$ cat src/rtl/mem_wb.sv
// mem_wb: MEM -> WB pipeline register with stall/flush handling and a
// saturating retire counter.
//
// Optional feature: define MEM_WB_HILO_EN to register the HI/LO path
// (mem_hi/mem_lo/mem_whilo -> wb_hi/wb_lo/wb_whilo). Without it those
// outputs are tied to 0, the HI/LO inputs are ignored and no HI/LO flops exist.
//
// Ports
//   clk         pipeline clock, rising edge
//   rst         asynchronous reset, active-low
//   stall[5:0]  stall vector; bit 4 = MEM held, bit 5 = WB held
//   flush       exception flush, kills the in-flight entry
//   cnt_clr     synchronous clear of retire_cnt
//   mem_*       MEM-stage result (dest reg, write enable, data, HI/LO)
//   wb_*        registered WB-stage copy of the MEM result
//   wb_valid    WB slot holds a real (non-bubble) entry
//   retire_cnt  saturating count of retired entries that write GPR or HI/LO
module mem_wb #(
  parameter int unsigned CNT_W = 32
) (
  input  logic             clk,
  input  logic             rst,
  input  logic [5:0]       stall,
  input  logic             flush,
  input  logic             cnt_clr,
  input  logic [4:0]       mem_wd,
  input  logic             mem_wreg,
  input  logic [31:0]      mem_wdata,
  input  logic [31:0]      mem_hi,
  input  logic [31:0]      mem_lo,
  input  logic             mem_whilo,
  output logic [4:0]       wb_wd,
  output logic             wb_wreg,
  output logic [31:0]      wb_wdata,
  output logic [31:0]      wb_hi,
  output logic [31:0]      wb_lo,
  output logic             wb_whilo,
  output logic             wb_valid,
  output logic [CNT_W-1:0] retire_cnt
);

  localparam int unsigned REG_W  = 5;
  localparam int unsigned DATA_W = 32;

  typedef struct packed {
    logic [REG_W-1:0]  wd;
    logic              wreg;
    logic [DATA_W-1:0] wdata;
  } gpr_t;

  // Per-edge action decode: kill (flush or bubble), hold, or load.
  logic kill_c;
  logic load_c;
  logic retire_src_c;

  always_comb begin
    kill_c = flush | (stall[4] & ~stall[5]);
    // stall[4]=0 with stall[5]=1 is illegal and falls through to load
    load_c = ~flush & ~stall[4];
  end

  // Stall bits other than MEM/WB belong to earlier stages.
  logic unused_stall;
  assign unused_stall = ^{stall[3:0]};

  // GPR write-back payload and slot valid.
  gpr_t gpr_d, gpr_q;
  logic valid_d, valid_q;

  always_comb begin
    gpr_d   = gpr_q;
    valid_d = valid_q;
    if (kill_c) begin
      gpr_d   = '0;
      valid_d = 1'b0;
    end else if (load_c) begin
      gpr_d   = '{wd: mem_wd, wreg: mem_wreg, wdata: mem_wdata};
      valid_d = 1'b1;
    end
  end

  always_ff @(posedge clk or negedge rst) begin
    if (!rst) begin
      gpr_q   <= '0;
      valid_q <= 1'b0;
    end else begin
      gpr_q   <= gpr_d;
      valid_q <= valid_d;
    end
  end

  assign wb_wd    = gpr_q.wd;
  assign wb_wreg  = gpr_q.wreg;
  assign wb_wdata = gpr_q.wdata;
  assign wb_valid = valid_q;

`ifdef MEM_WB_HILO_EN
  typedef struct packed {
    logic [DATA_W-1:0] hi;
    logic [DATA_W-1:0] lo;
    logic              whilo;
  } hilo_t;

  // HI/LO write-back payload, same kill/hold/load behaviour as the GPR path.
  hilo_t hilo_d, hilo_q;

  always_comb begin
    hilo_d = hilo_q;
    if (kill_c) begin
      hilo_d = '0;
    end else if (load_c) begin
      hilo_d = '{hi: mem_hi, lo: mem_lo, whilo: mem_whilo};
    end
  end

  always_ff @(posedge clk or negedge rst) begin
    if (!rst) begin
      hilo_q <= '0;
    end else begin
      hilo_q <= hilo_d;
    end
  end

  assign wb_hi        = hilo_q.hi;
  assign wb_lo        = hilo_q.lo;
  assign wb_whilo     = hilo_q.whilo;
  assign retire_src_c = mem_wreg | mem_whilo;
`else
  // HI/LO path absent: outputs constant, inputs deliberately unused.
  logic unused_hilo;
  assign unused_hilo  = ^{mem_hi, mem_lo, mem_whilo};
  assign wb_hi        = '0;
  assign wb_lo        = '0;
  assign wb_whilo     = 1'b0;
  assign retire_src_c = mem_wreg;
`endif

  // Saturating retire counter; clear wins over increment.
  logic [CNT_W-1:0] cnt_d, cnt_q;

  always_comb begin
    cnt_d = cnt_q;
    if (cnt_clr) begin
      cnt_d = '0;
    end else if (load_c && retire_src_c && (cnt_q != '1)) begin
      cnt_d = cnt_q + CNT_W'(1);
    end
  end

  always_ff @(posedge clk or negedge rst) begin
    if (!rst) begin
      cnt_q <= '0;
    end else begin
      cnt_q <= cnt_d;
    end
  end

  assign retire_cnt = cnt_q;

endmodule

$ cat config.mk
export PLATFORM = sky130hd
export DESIGN_NAME = mem_wb
export DESIGN_NICKNAME = d
export VERILOG_FILES = /design/src/rtl/mem_wb.sv
export SDC_FILE = /design/constraint.sdc
export NUM_CORES = 1
export LEC_CHECK = 0
export ABC_CLOCK_PERIOD_IN_PS = 2400
export BUFFER_PORTS_ARGS = -buffer_cell sky130_fd_sc_hd__buf_2
export CORE_AREA = 2 2 106 108
export CTS_CLUSTER_SIZE = 28
export DETAILED_ROUTE_END_ITERATION = 8
export DIE_AREA = 0 0 108 110
export HOLD_SLACK_MARGIN = 0.08
export PLACE_DENSITY = 0.69
export SYNTH_ARGS = -nofsm -noshare
export SYNTH_HDL_FRONTEND = slang
export SYNTH_SLANG_ARGS = --single-unit
export TNS_END_PERCENT = 1
$ cat constraint.sdc
create_clock -name clk -period 2.4 [get_ports clk]
set_clock_uncertainty 0.2 [all_clocks]
set_input_delay 0.24 -clock clk [delete_from_list [all_inputs] [get_ports clk]]
set_output_delay 0.24 -clock clk [all_outputs]
set_load 0.02 [all_outputs]
After elaboration in Yosys (flattened, before gate mapping)
Index checks and enable logic that the tools add are counted.

word-level totals
  bits in registers = 71
  output and inout bits = 136
  input bits = 113
  logic and storage cells = 23

cells by class
  bitwise logic cells = 6
  muxes and demuxes = 6
  add/subtract/negate cells = 1
  equal/unequal tests = 1
  reduce and logical (&&, ||, !) cells = 4

operators with widths
  kind                     number
  $mux W38                 2
  $mux W32                 2
  $add A32 B1 Y32 const B  1
  $ne A32 B32 Y1 const B   1
  $reduce_bool A2 Y1       2
  $not A1 Y1               3
  $and A1 B1 Y1            2
  $logic_and A1 B1 Y1      2
  $mux W1                  2
  $or A1 B1 Y1             1

Logic depth before layout (Yosys ltp)
Gate-level depths: netlist of run 1.

  word-level depth = 6
  mapped depth = 7
  depth with buffers taken out = 6

Worst setup path before layout of run 1
OpenSTA, ideal clock, no wires.

  kind = register to register
  start point = register cnt_q[2] (netlist: retire_cnt[2])
  end point = register cnt_q[30] (netlist: retire_cnt[30])
  path slack = 0.061 ns
  period minus slack after synthesis = 2.339 ns
  library setup time = 0.078 ns
  path buffers = 2
  data arrival time = 2.061 ns
  required time = 2.122 ns
  stages on the path, launching flop included = 8
  path through = dfrtp_1 and4_1 buf_6 nand4_4 or4_1 buf_2 or3_1 a21oi_1

between the ends
  word-level cells in the longest chain between the ends = 3
  elaborated cells between the ends (all ways) = 6
  classes of those cells = add/sub: 1; eq/ne: 1; mux: 2; reduce/logical: 2

RTL lines
  item                                                      line      source
  start, declared                                           139       logic [CNT_W-1:0] cnt_d, cnt_q;
  start signal, assigned                                    154       cnt_q <= cnt_d;
  $add A32 B1 Y32 / $ne A32 B32 Y1 (equally long branches)  146, 145
  $mux W32 / $logic_and A1 B1 Y1 (equally long branches)    145       end else if (load_c && retire_src_c && (cnt_q != '1)) begin
  $mux W32 / $reduce_bool A2 Y1 (equally long branches)     -

Several ways; a longest one is shown, not always the timed one. The select of a mux whose other input is x is not followed.
A chain may end at the register's enable or synchronous reset.

Worst setup path in the final report of run 1
  start point = register cnt_q[0] (netlist: retire_cnt[0])
  end point = register cnt_q[23] (netlist: retire_cnt[23])

The elaborated chain is that of the path after synthesis.

==> impl_results.rst, run 1 <==
.. list-table::
   :header-rows: 1

   * - Metric
     - Value
   * - Run status
     - finished clean
   * - Number of core rows
     - 38
   * - Count of max-cap constraint violations
     - 0
   * - Maximum number of pins on one net before global-route repair
     - 72
   * - Most common cell after layout, fill and taps aside
     - sky130_fd_sc_hd__buf_2
   * - Critical Path End Type
     - register
   * - Startpoint type of the worst setup path
     - register
   * - Instance count after placement with tap cells included
     - 635
   * - Peak supply drop
     - 0.283 mV
   * - Post-route antenna net violation count
     - 0
   * - Worst-Skew Late Latency
     - 0.35 ns
   * - Final setup fails
     - 0
   * - Final routed wire length divided by cell count
     - 14.8 um
   * - Logic depth of the worst register-to-register path
     - 7
   * - Clock tree sinks
     - 71
   * - Unrepaired setup endpoints after global routing
     - false
   * - Worst Tran Pin Value
     - 0.650 ns
   * - GRT Residual Overflow
     - 0
   * - Final Net Count
     - 662
   * - Via count of the first global-routing pass
     - 3,230
   * - Count of input and output buffers
     - 114
   * - TritonCTS clock tree
     - built
   * - Switching power
     - 0.733 mW
   * - Reg clk slew, reported paths
     - 0.08 ns
   * - Data arrival time of the worst path
     - 2.31 ns
   * - Launch instance of the worst register-to-register path
     - retire_cnt[0]
   * - Proportion of synthesized chip area in sequential cells
     - 47.4%
   * - Post-route minimum period
     - 2.33 ns
   * - Power density normalized to cell area
     - 507 nW/um2
   * - R2R setup slack
     - 0.07 ns
   * - Number of max-slew violations in the final report
     - 0
   * - Count of buffers added by post-CTS timing repair for setup
     - 0
   * - Core ar.
     - 10,700 um2
   * - Max-slew headroom at the worst pin
     - 56.7%
   * - Final worst path period share
     - 96.9%
   * - Setup TNS
     - 0 ns
   * - H-tree level count
     - 3
   * - Area growth, synth to finish
     - 34.9%
   * - Cells after Synth
     - 367
   * - Unique cell type count in the Yosys netlist
     - 45
   * - Post-synthesis cell area
     - 3750 um2
   * - Endpoint of the worst-slack reg-to-reg timing path
     - retire_cnt[23]
   * - Pre-Repair DR Iteration Count
     - 4
   * - Starting DRC count in detailed routing
     - 113
   * - Total inserted antenna cells
     - 0
   * - Buf/Inv on CP
     - 1
   * - Pleak
     - 2.59 nW
   * - Maximum fanout count along the critical path
     - 5
   * - Clock power share
     - 37.2%
   * - Number of enable flip-flop cells after synthesis
     - 0
   * - Placer congestion estimate
     - 0.858
   * - Root Buffer
     - sky130_fd_sc_hd__clkbuf_8
   * - Highest-count cells in the layout ignoring fill and taps
     - sky130_fd_sc_hd__buf_2, sky130_fd_sc_hd__dfrtp_1, sky130_fd_sc_hd__conb_1, sky130_fd_sc_hd__dlygate4sd3_1, sky130_fd_sc_hd__a22o_1
   * - WP data required
     - 2.39 ns
   * - Count of warnings emitted by yosys
     - 0
   * - Cell area after placement
     - 4430 um2
   * - Top_reg_cell synth
     - sky130_fd_sc_hd__dfrtp_1
   * - Hpwl dp
     - 6690 um
   * - Total clock buffers created by CTS
     - 9
   * - Switching portion of total power
     - 28.6%
   * - Mapped Avg Cell Area
     - 10.2 um2
   * - Kind of cell with the highest combined delay on the critical path
     - compound AO/OA/AOI/OAI gates
   * - Antenna violations before repair
     - 0
   * - First-pass GRT wire length
     - 16,100 um
   * - Register bit total from synthesis
     - 71
   * - Sequential Power Share
     - 48.7%
   * - Via count
     - 3,401
   * - Cells along the critical path
     - ha_1, and4_1, and4_2, buf_4, a211o_2, o21ai_0, a21oi_1
   * - Standard cell with the maximum stage delay on the critical path
     - sky130_fd_sc_hd__dfrtp_1
   * - Mean number of vias per cell
     - 4.91
   * - Top-Level Pins
     - 249
   * - Fin area
     - 5060 um2
   * - Count of cells along the worst hold path
     - 5
   * - Overall die width
     - 108 um
   * - GRT Overall Usage
     - 17.5%
   * - Total wire length
     - 10,300 um
   * - Internal power of the cells
     - 1.83 mW
   * - Final std cells w/o fill
     - 693
   * - Die Span Y
     - 110 um
   * - Critical Setup Path Class
     - reg -> reg
   * - Depth of the critical timing path with buffers and inverters included
     - 7
   * - Total Die Area
     - 11,900 um2
   * - Part of the power in combinational logic
     - 14.1%
   * - Overall Power
     - 2.57 mW
   * - Hold violation count in the final report
     - 0
   * - Max Freq
     - 430 MHz
   * - Remaining design rule violation count
     - 0
   * - Synth async-reset ratio
     - 100%
   * - Largest stage delay on the critical path
     - 0.39 ns
   * - Layout cell share with drive strength beyond 1
     - 32.5%
   * - Number of buffers on the longest clock path
     - 2
   * - Hold WC Path Type
     - in -> reg
   * - Hold path startpoint
     - stall[4]
   * - Worst Hold Endpoint
     - retire_cnt[1]
   * - Initial core utilization
     - 35.0%
how the worst max path moves through the flow:
stage | startpoint | to
global placement | retire_cnt[0] | retire_cnt[19]
CTS | mem_wreg | retire_cnt[30]
finish | retire_cnt[0] | retire_cnt[23]
global route | retire_cnt[20] | retire_cnt[25]
detailed placement | retire_cnt[6] | retire_cnt[30]
floorplan | retire_cnt[2] | retire_cnt[30]
registers in the layout (all words and copies together) (netlist names):
name        count
retire_cnt     32
wb_wdata       32
wb_wd           5
wb_valid        1
wb_wreg         1
worst register-to-register path, cell delays in order, from the launching register on:
cell and delay [ns]:
sky130_fd_sc_hd__dfrtp_1 0.39, sky130_fd_sc_hd__ha_1 0.28, sky130_fd_sc_hd__and4_1 0.24, sky130_fd_sc_hd__and4_2 0.26, sky130_fd_sc_hd__buf_4 0.16, sky130_fd_sc_hd__a211o_2 0.37, sky130_fd_sc_hd__o21ai_0 0.17, sky130_fd_sc_hd__a21oi_1 0.10
synthesized netlist by cell type, types with 2 or more instances:
library cell / n / share of area, %
sky130_fd_sc_hd__buf_1: 2 / 0.20
sky130_fd_sc_hd__inv_1: 5 / 0.50
sky130_fd_sc_hd__buf_4: 65 / 13
sky130_fd_sc_hd__and4_1: 5 / 1.2
sky130_fd_sc_hd__dfrtp_1: 71 / 47
sky130_fd_sc_hd__a211oi_1: 6 / 1.2
sky130_fd_sc_hd__a21oi_1: 18 / 2.4
sky130_fd_sc_hd__nand4_1: 13 / 2.2
sky130_fd_sc_hd__clkbuf_1: 11 / 1.1
sky130_fd_sc_hd__nor4_1: 5 / 0.83
sky130_fd_sc_hd__nand2_1: 20 / 2.0
sky130_fd_sc_hd__mux2_2: 4 / 1.2
sky130_fd_sc_hd__o21ai_0: 11 / 1.5
sky130_fd_sc_hd__a2111oi_0: 2 / 0.47
sky130_fd_sc_hd__nand3_1: 9 / 1.2
sky130_fd_sc_hd__nor3_1: 2 / 0.27
sky130_fd_sc_hd__or3_1: 7 / 1.2
sky130_fd_sc_hd__or4_1: 7 / 1.4
sky130_fd_sc_hd__buf_2: 3 / 0.40
sky130_fd_sc_hd__a22o_1: 37 / 8.6
sky130_fd_sc_hd__nor2b_1: 4 / 0.67
sky130_fd_sc_hd__and3_1: 5 / 0.83
sky130_fd_sc_hd__xnor2_1: 12 / 2.8
sky130_fd_sc_hd__and4_2: 2 / 0.53
sky130_fd_sc_hd__nor2_1: 21 / 2.1
kinds of logic after synthesis:
logic type | count (synthesis) | synth area share (%)
AND/OR/NAND/NOR | 108 | 16.5
flip-flops | 71 | 47.4
AO/OA/AOI/OAI | 81 | 15.7
buffers and inverters | 88 | 15.7
other | 1 | 0.100
XOR/XNOR | 13 | 3.04
adder cells (fa/ha/maj) | 1 | 0.334
multiplexers | 4 | 1.20
stage by stage:
| stage | util, % | hold slack, ns | worst slack (ns) |
|---|---|---|---|
| floorplan | - | -0.256 | 0.0607 |
| global route | 47.3 | 0.172 | 0.00556 |
| finish | 47.3 | 0.154 | 0.0740 |
| detailed placement | 41.4 | 0.100 | 0.105 |
| CTS | 47.2 | 0.126 | 0.0745 |
| global placement | 41.4 | 0.0914 | 0.139 |
what timing repair did:
action                                  in CTS  in global routing
endpoints found under the setup margin       0                  2
endpoints found under the hold margin      110                  0
gates resized for setup                      0                  2
hold buffers                                42                  0
power by group through the flow:
stage | clock [mW] | sequential, mW | combinational [mW]
after floorplan | 0 | 1.31 | 0.225
after global placement | 0 | 1.27 | 0.296
after detailed placement | 0 | 1.27 | 0.302
after CTS | 0.991 | 1.25 | 0.352
after global routing | 1.04 | 1.25 | 0.392
final | 0.955 | 1.25 | 0.362
final cells by class:
cell class | count | area, um2
inverter | 5 | 18.8
multi-input combinational | 272 | 1640
clock buffer | 9 | 124
fill | 1006 | 5640
timing repair buffer | 189 | 1250
tap | 140 | 175
clock inverter | 7 | 73.8
sequential | 71 | 1780
metal layers:
metal / vias to the layer above / GRT usage [%] / part of all wire [%] / wire length (um)
met5: - / 0 / 0 / 0
met4: 0 / 8.79 / 2.3 / 240
met3: 20 / 3.94 / 8.1 / 838
met2: 197 / 27.8 / 47 / 4830
met1: 1621 / 22.5 / 43 / 4380
li1: 1563 / - / - / -
(Power assumes the default switching activity.)
==> run 2: changes to the inputs <==
--- a/config.mk
+++ b/config.mk
@@ -8,11 +8,13 @@
 export ABC_CLOCK_PERIOD_IN_PS = 2400
 export BUFFER_PORTS_ARGS = -buffer_cell sky130_fd_sc_hd__buf_2
 export CORE_AREA = 2 2 106 108
+export CTS_CLUSTER_DIAMETER = 60
 export CTS_CLUSTER_SIZE = 28
 export DETAILED_ROUTE_END_ITERATION = 8
 export DIE_AREA = 0 0 108 110
 export HOLD_SLACK_MARGIN = 0.08
 export PLACE_DENSITY = 0.69
+export RECOVER_POWER = 25
 export SYNTH_ARGS = -nofsm -noshare
 export SYNTH_HDL_FRONTEND = slang
 export SYNTH_SLANG_ARGS = --single-unit
==> run 2 against run 1 <==
Against the previous run: clock power about the same; cell count unchanged; setup slack improved by 0.00099 ns; combinational power hardly changed; first-iteration DRC count is 1.8% higher; sequential power is essentially flat; non-clock buffer count unchanged; register-to-register slack about the same; power about the same; global-route usage unchanged.
==> impl_results.rst, run 2 (synthesized netlist as in run 1, its figures left out) <==
.. list-table::
   :header-rows: 1

   * - Metric
     - Value
   * - Kind of cell with the highest combined delay on the critical path
     - compound AO/OA/AOI/OAI gates
   * - WP data required
     - 2.39 ns (about the same)
   * - Overall Power
     - 2.56 mW (about the same)
   * - Clock tree sinks
     - 71 (unchanged)
   * - Max Freq
     - 430 MHz (about the same)
   * - Max-slew headroom at the worst pin
     - 35.6% (-21 points)
   * - Unrepaired setup endpoints after global routing
     - false
   * - Endpoint of the worst-slack reg-to-reg timing path
     - retire_cnt[23]
   * - Pre-Repair DR Iteration Count
     - 4 (unchanged)
   * - Part of the power in combinational logic
     - 14.0% (about the same)
   * - GRT Residual Overflow
     - 0 (unchanged)
   * - Count of input and output buffers
     - 114 (unchanged)
   * - Critical Setup Path Class
     - reg -> reg
   * - Root Buffer
     - sky130_fd_sc_hd__clkbuf_8
   * - Switching portion of total power
     - 28.6% (+0.043 points)
   * - Count of max-cap constraint violations
     - 0 (unchanged)
   * - Initial core utilization
     - 35.0% (unchanged)
   * - Top-Level Pins
     - 249 (unchanged)
   * - Total inserted antenna cells
     - 0 (unchanged)
   * - Area growth, synth to finish
     - 34.6%
   * - Via count
     - 3,402 (+0.029%)
   * - Sequential Power Share
     - 48.7% (about the same)
   * - Buf/Inv on CP
     - 1 (unchanged)
   * - Remaining design rule violation count
     - 0 (unchanged)
   * - Highest-count cells in the layout ignoring fill and taps
     - sky130_fd_sc_hd__buf_2, sky130_fd_sc_hd__dfrtp_1, sky130_fd_sc_hd__conb_1, sky130_fd_sc_hd__dlygate4sd3_1, sky130_fd_sc_hd__a22o_1
   * - Clock power share
     - 37.3% (about the same)
   * - Hold path startpoint
     - stall[4]
   * - Power density normalized to cell area
     - 508 nW/um2 (+0.17%)
   * - Total Die Area
     - 11,900 um2 (unchanged)
   * - Post-route minimum period
     - 2.32 ns (-0.000995 ns)
   * - Pleak
     - 2.59 nW (-0.18%)
   * - Startpoint type of the worst setup path
     - register
   * - Overall die width
     - 108 um (unchanged)
   * - Critical Path End Type
     - register
   * - Placer congestion estimate
     - 0.858 (unchanged)
   * - Antenna violations before repair
     - 0 (unchanged)
   * - Internal power of the cells
     - 1.83 mW (-0.14%)
   * - Number of buffers on the longest clock path
     - 2 (unchanged)
   * - Standard cell with the maximum stage delay on the critical path
     - sky130_fd_sc_hd__dfrtp_1
   * - Reg clk slew, reported paths
     - 0.08 ns (about the same)
   * - Beginning of the critical path
     - retire_cnt[0]
   * - Layout cell share with drive strength beyond 1
     - 32.5% (unchanged)
   * - H-tree level count
     - 3 (unchanged)
   * - Setup TNS
     - 0 ns (unchanged)
   * - Count of cells along the worst hold path
     - 5 (unchanged)
   * - Number of max-slew violations in the final report
     - 0 (unchanged)
   * - Total clock buffers created by CTS
     - 9 (unchanged)
   * - R2R setup slack
     - 0.08 ns (about the same)
   * - Total wire length
     - 10,300 um (about the same)
   * - Hold violation count in the final report
     - 0 (unchanged)
   * - First-pass GRT wire length
     - 16,100 um (unchanged)
   * - TritonCTS clock tree
     - built
   * - Mean number of vias per cell
     - 4.91 (about the same)
   * - Worst Hold Endpoint
     - retire_cnt[1]
   * - Filler Cell Count
     - 1,008 (+0.20%)
   * - Post-route antenna net violation count
     - 0 (unchanged)
   * - Most common cell after layout, fill and taps aside
     - sky130_fd_sc_hd__buf_2
   * - Die Span Y
     - 110 um (unchanged)
   * - Multi-input combinational cell area
     - 1640 um2 (unchanged)
   * - Via count of the first global-routing pass
     - 3,230 (unchanged)
   * - Starting DRC count in detailed routing
     - 115 (+1.8%)
   * - Cells along the critical path
     - ha_1, and4_1, and4_2, buf_4, a211o_2, o21ai_0, a21oi_1
   * - Peak supply drop
     - 0.284 mV (+0.28%)
   * - Final setup fails
     - 0 (unchanged)
   * - Hpwl dp
     - 6690 um (unchanged)
   * - Switching power
     - 0.733 mW (about the same)
   * - Launch instance of the worst register-to-register path
     - retire_cnt[0]
   * - Number of core rows
     - 38 (unchanged)
   * - Final Net Count
     - 662 (unchanged)
   * - Core ar.
     - 10,700 um2 (unchanged)
   * - Hold WC Path Type
     - in -> reg
   * - Area used by sequential logic in the layout
     - 1780 um2 (unchanged)
   * - Maximum number of pins on one net before global-route repair
     - 72 (unchanged)
   * - Worst-Skew Late Latency
     - 0.35 ns (about the same)
   * - Run status
     - finished clean
   * - Final routed wire length divided by cell count
     - 14.8 um (about the same)
   * - Worst Tran Pin Value
     - 0.966 ns (+0.316 ns)
   * - Logic depth of the worst register-to-register path
     - 7 (unchanged)
   * - GRT Overall Usage
     - 17.5% (unchanged)
   * - Data arrival time of the worst path
     - 2.32 ns (about the same)
   * - Count of buffers added by post-CTS timing repair for setup
     - 0 (unchanged)
   * - Largest stage delay on the critical path
     - 0.39 ns (about the same)
   * - Final worst path period share
     - 96.9% (about the same)
   * - Maximum fanout count along the critical path
     - 5 (unchanged)
run 2: timing repair:
item / CTS / global route
hold endpoints to repair: 110 / 0
endpoints found under the setup margin: 0 / 2
hold buffers: 42 / 0
resized for setup: 0 / 2
run 2: worst max-delay path by stage:
stage	endpoint	slack, ns	depth (start not counted)
finish	retire_cnt[23]	0.08	7
global route	retire_cnt[25]	0.006	5
CTS	retire_cnt[30]	0.07	8
detailed placement	retire_cnt[30]	0.11	5
global placement	retire_cnt[19]	0.14	7
floorplan	retire_cnt[30]	0.06	7
run 2: area by class of cell:
class	count	share of cell area (%)
clock buffers	9	2.46
flip-flops and latches	71	35.2
clock inverters	7	1.46
inverters	5	0.372
repair buffers	189	24.6
multi-input cells	272	32.5
well taps	140	3.47
run 2: per-layer routing:
metal	up-vias	GRT usage [%]	wire (um)
met1	1624	22.5	4350
met2	195	27.8	4860
met3	20	3.94	830
met5	-	0	0
met4	0	8.79	245
li1	1563	-	-
run 2: per-stage QoR:
step / util [%] / setup slack, ns / std cells / hold slack, ns / area [um2]
after floorplan: - / 0.0607 / 431 / -0.256 / 3990
after global placement: 41.4 / 0.139 / 635 / 0.0914 / 4430
after detailed placement: 41.4 / 0.105 / 635 / 0.100 / 4430
after CTS: 47.2 / 0.0745 / 693 / 0.126 / 5050
after global routing: 47.2 / 0.00556 / 693 / 0.172 / 5040
final: 47.2 / 0.0750 / 693 / 0.151 / 5040
run 2: power by group through the flow:
| stage | clock (mW) | combinational, mW | sequential [mW] |
|---|---|---|---|
| 5_1_grt | 1.04 | 0.389 | 1.25 |
| 3_5_place_dp | 0 | 0.302 | 1.27 |
| 3_3_place_gp | 0 | 0.296 | 1.27 |
| 4_1_cts | 0.991 | 0.352 | 1.25 |
| 2_1_floorplan | 0 | 0.225 | 1.31 |
| 6_report | 0.957 | 0.359 | 1.25 |
run 2: worst reg2reg max path, stage by stage, from the launching register on:
cell and delay [ns]:
sky130_fd_sc_hd__dfrtp_1 0.39, sky130_fd_sc_hd__ha_1 0.28, sky130_fd_sc_hd__and4_1 0.24, sky130_fd_sc_hd__and4_2 0.26, sky130_fd_sc_hd__buf_4 0.16, sky130_fd_sc_hd__a211o_2 0.37
sky130_fd_sc_hd__o21ai_0 0.17, sky130_fd_sc_hd__a21oi_1 0.10
==> run 3: changes to the inputs <==
--- a/config.mk
+++ b/config.mk
@@ -7,13 +7,13 @@
 export LEC_CHECK = 0
 export ABC_CLOCK_PERIOD_IN_PS = 2400
 export BUFFER_PORTS_ARGS = -buffer_cell sky130_fd_sc_hd__buf_2
-export CORE_AREA = 2 2 106 108
+export CORE_AREA = 2 2 98 100
 export CTS_CLUSTER_DIAMETER = 60
 export CTS_CLUSTER_SIZE = 28
 export DETAILED_ROUTE_END_ITERATION = 8
-export DIE_AREA = 0 0 108 110
+export DIE_AREA = 0 0 100 102
 export HOLD_SLACK_MARGIN = 0.08
-export PLACE_DENSITY = 0.69
+export PLACE_DENSITY = 0.79
 export RECOVER_POWER = 25
 export SYNTH_ARGS = -nofsm -noshare
 export SYNTH_HDL_FRONTEND = slang
==> run 3 against run 2 <==
Against the previous run: power increased by 8.1%; clock power increased by 21%; cell area increased by 0.35%; critical path depth shrank 1; largest cell class unchanged; wire length down 4.5%; die area down 14%; clock-buffer cell count is the same.
==> impl_results.rst, run 3 (synthesized netlist as in run 1, its figures left out) <==
.. list-table::
   :header-rows: 1

   * - Metric
     - Value
   * - Top-Level Pins
     - 249 (unchanged)
   * - Total inserted antenna cells
     - 0 (unchanged)
   * - TritonCTS clock tree
     - built
   * - Count of max-cap constraint violations
     - 0 (unchanged)
   * - Highest-count cells in the layout ignoring fill and taps
     - sky130_fd_sc_hd__buf_2, sky130_fd_sc_hd__dfrtp_1, sky130_fd_sc_hd__conb_1, sky130_fd_sc_hd__dlygate4sd3_1, sky130_fd_sc_hd__a22o_1
   * - Worst Tran Pin Value
     - 0.945 ns (-0.0213 ns)
   * - Final setup fails
     - 0 (unchanged)
   * - Via count of the first global-routing pass
     - 3,336 (+3.3%)
   * - Number of max-slew violations in the final report
     - 0 (unchanged)
   * - H-tree level count
     - 3 (unchanged)
   * - Count of input and output buffers
     - 114 (unchanged)
   * - Antenna violations before repair
     - 0 (unchanged)
   * - Count of buffers added by post-CTS timing repair for setup
     - 0 (unchanged)
   * - Most common cell after layout, fill and taps aside
     - sky130_fd_sc_hd__buf_2
   * - Starting DRC count in detailed routing
     - 111 (-3.5%)
   * - Max-slew headroom at the worst pin
     - 37.0% (+1.4 points)
   * - Overall Power
     - 2.77 mW (+8.1%)
   * - Cell area after placement
     - 4390 um2 (-0.99%)
   * - Startpoint type of the worst setup path
     - register
   * - Fin area
     - 5060 um2 (+0.35%)
   * - Peak supply drop
     - 0.341 mV (+20%)
   * - First-pass GRT wire length
     - 16,100 um (+0.13%)
   * - Mean number of vias per cell
     - 5.11 (+4.0%)
   * - Total Die Area
     - 10,200 um2 (-14%)
   * - Critical Path End Type
     - register
   * - Hold violation count in the final report
     - 0 (unchanged)
   * - Overall die width
     - 100 um (-7.4%)
   * - Reg clk slew, reported paths
     - 0.08 ns (about the same)
   * - Remaining design rule violation count
     - 0 (unchanged)
   * - Max Freq
     - 438 MHz (+1.9%)
   * - Core ar.
     - 9110 um2 (-15%)
   * - Final routed wire length divided by cell count
     - 14.8 um (-0.45%)
   * - Setup TNS
     - 0 ns (unchanged)
   * - Placer congestion estimate
     - 0.901 (+5.1%)
   * - Total clock buffers created by CTS
     - 9 (unchanged)
   * - Data arrival time of the worst path
     - 2.31 ns (about the same)
   * - Total wire length
     - 9830 um (-4.5%)
   * - Layout cell share with drive strength beyond 1
     - 32.1% (-0.42 points)
   * - Via count
     - 3,396 (-0.18%)
   * - Power density normalized to cell area
     - 548 nW/um2 (+7.8%)
   * - GRT Residual Overflow
     - 0 (unchanged)
   * - Post-route minimum period
     - 2.28 ns (-0.0426 ns)
   * - Worst-Skew Late Latency
     - 0.34 ns (about the same)
   * - Post-route antenna net violation count
     - 0 (unchanged)
   * - R2R setup slack
     - 0.12 ns (+0.04 ns)
   * - Root Buffer
     - sky130_fd_sc_hd__clkbuf_8
   * - Filler Cell Count
     - 757 (-25%)
   * - Clock tree sinks
     - 71 (unchanged)
   * - Maximum fanout count along the critical path
     - 12 (+7)
   * - Area growth, synth to finish
     - 35.0%
   * - Tightest hold margin
     - 0.264 ns (+0.113 ns)
   * - Initial core utilization
     - 41.2% (+6.1 points)
   * - GRT Overall Usage
     - 19.9% (+2.4 points)
   * - Run status
     - finished clean
   * - Final worst path period share
     - 95.1% (-1.8 points)
   * - Final Net Count
     - 663 (+0.15%)
   * - Die Span Y
     - 102 um (-7.3%)
   * - Maximum number of pins on one net before global-route repair
     - 72 (unchanged)
   * - Critical Setup Path Class
     - reg -> reg
   * - Pleak
     - 2.61 nW (+0.80%)
   * - Number of buffers on the longest clock path
     - 2 (unchanged)
   * - Hold WC Path Type
     - in -> reg
   * - Hpwl dp
     - 6450 um (-3.6%)
   * - Pre-Repair DR Iteration Count
     - 5 (+1)
   * - Number of core rows
     - 35 (-7.9%)
   * - WP data required
     - 2.43 ns (+0.04 ns)
-- run 3: changes by cell type in the layout (fill, tap and decap cells not counted) --
cell,delta
sky130_fd_sc_hd__bufinv_16,+2
sky130_fd_sc_hd__nor4_1,+1
sky130_fd_sc_hd__dlygate4sd3_1,+2
sky130_fd_sc_hd__inv_6,+1
sky130_fd_sc_hd__buf_4,-1
sky130_fd_sc_hd__a2111oi_0,-1
sky130_fd_sc_hd__clkinv_2,-1
sky130_fd_sc_hd__a2111oi_1,+1
sky130_fd_sc_hd__clkinv_4,-2
sky130_fd_sc_hd__nor4_2,-1
-- run 3: area by class of cell --
class	count	area, um2	share of cell area, %
timing repair buffer	190	1250	24.7
clock buffer	9	124	2.45
clock inverter	7	120	2.37
inverter	5	18.8	0.371
tap	111	139	2.74
multi-input combinational	272	1630	32.3
sequential	71	1780	35.1
-- run 3: metrics by stage --
step / std cells / utilization, % / setup WS [ns]
6_report: 665 / 55.6 / 0.118
5_1_grt: 665 / 55.6 / -0.0413
4_1_cts: 665 / 55.7 / 0.0942
3_5_place_dp: 605 / 48.1 / 0.113
3_3_place_gp: 605 / 48.1 / 0.164
2_1_floorplan: 431 / - / 0.0607
-- run 3: report_power, final --
group	switching [mW]	internal (mW)	leakage, nW
Clock	0.471	0.694	0.120
Combinational	0.235	0.125	1.52
Sequential	0.0207	1.23	0.968
Total	0.727	2.05	2.61
-- run 3: worst max-delay path: stages, from the launching register on --
cell and delay, ns:
sky130_fd_sc_hd__dfrtp_1 0.42, sky130_fd_sc_hd__nand4_1 0.22, sky130_fd_sc_hd__nor4_1 0.47, sky130_fd_sc_hd__buf_4 0.27, sky130_fd_sc_hd__a21oi_1 0.13, sky130_fd_sc_hd__nand4_1 0.13, sky130_fd_sc_hd__mux2_2 0.34
-- run 3: what timing repair did --
| action | CTS | global route |
|---|---|---|
| hold buffers | 44 | 0 |
| gates resized for setup | 0 | 2 |
| endpoints found under the hold margin | 114 | 0 |
| endpoints found under the setup margin | 0 | 5 |
-- run 3: per-layer routing --
layer | up-vias | global-route usage [%] | routed length [um]
met5 | - | 0 | 0
met4 | 0 | 9.17 | 178
met3 | 15 | 5.61 | 870
met2 | 205 | 32.0 | 4700
met1 | 1610 | 25.2 | 4080
li1 | 1566 | - | -
-- run 3: final timing paths --
kind | depth (start not counted) | end | startpoint
max | 6 | retire_cnt[10] | retire_cnt[28]
min | 5 | retire_cnt[1] | stall[4]
max reg2reg | 6 | retire_cnt[10] | retire_cnt[28]
min reg2reg | 2 | wb_wreg | wb_wreg
max in group asynchronous | 3 | retire_cnt[25] | rst
min in group asynchronous | 3 | wb_wdata[11] | rst
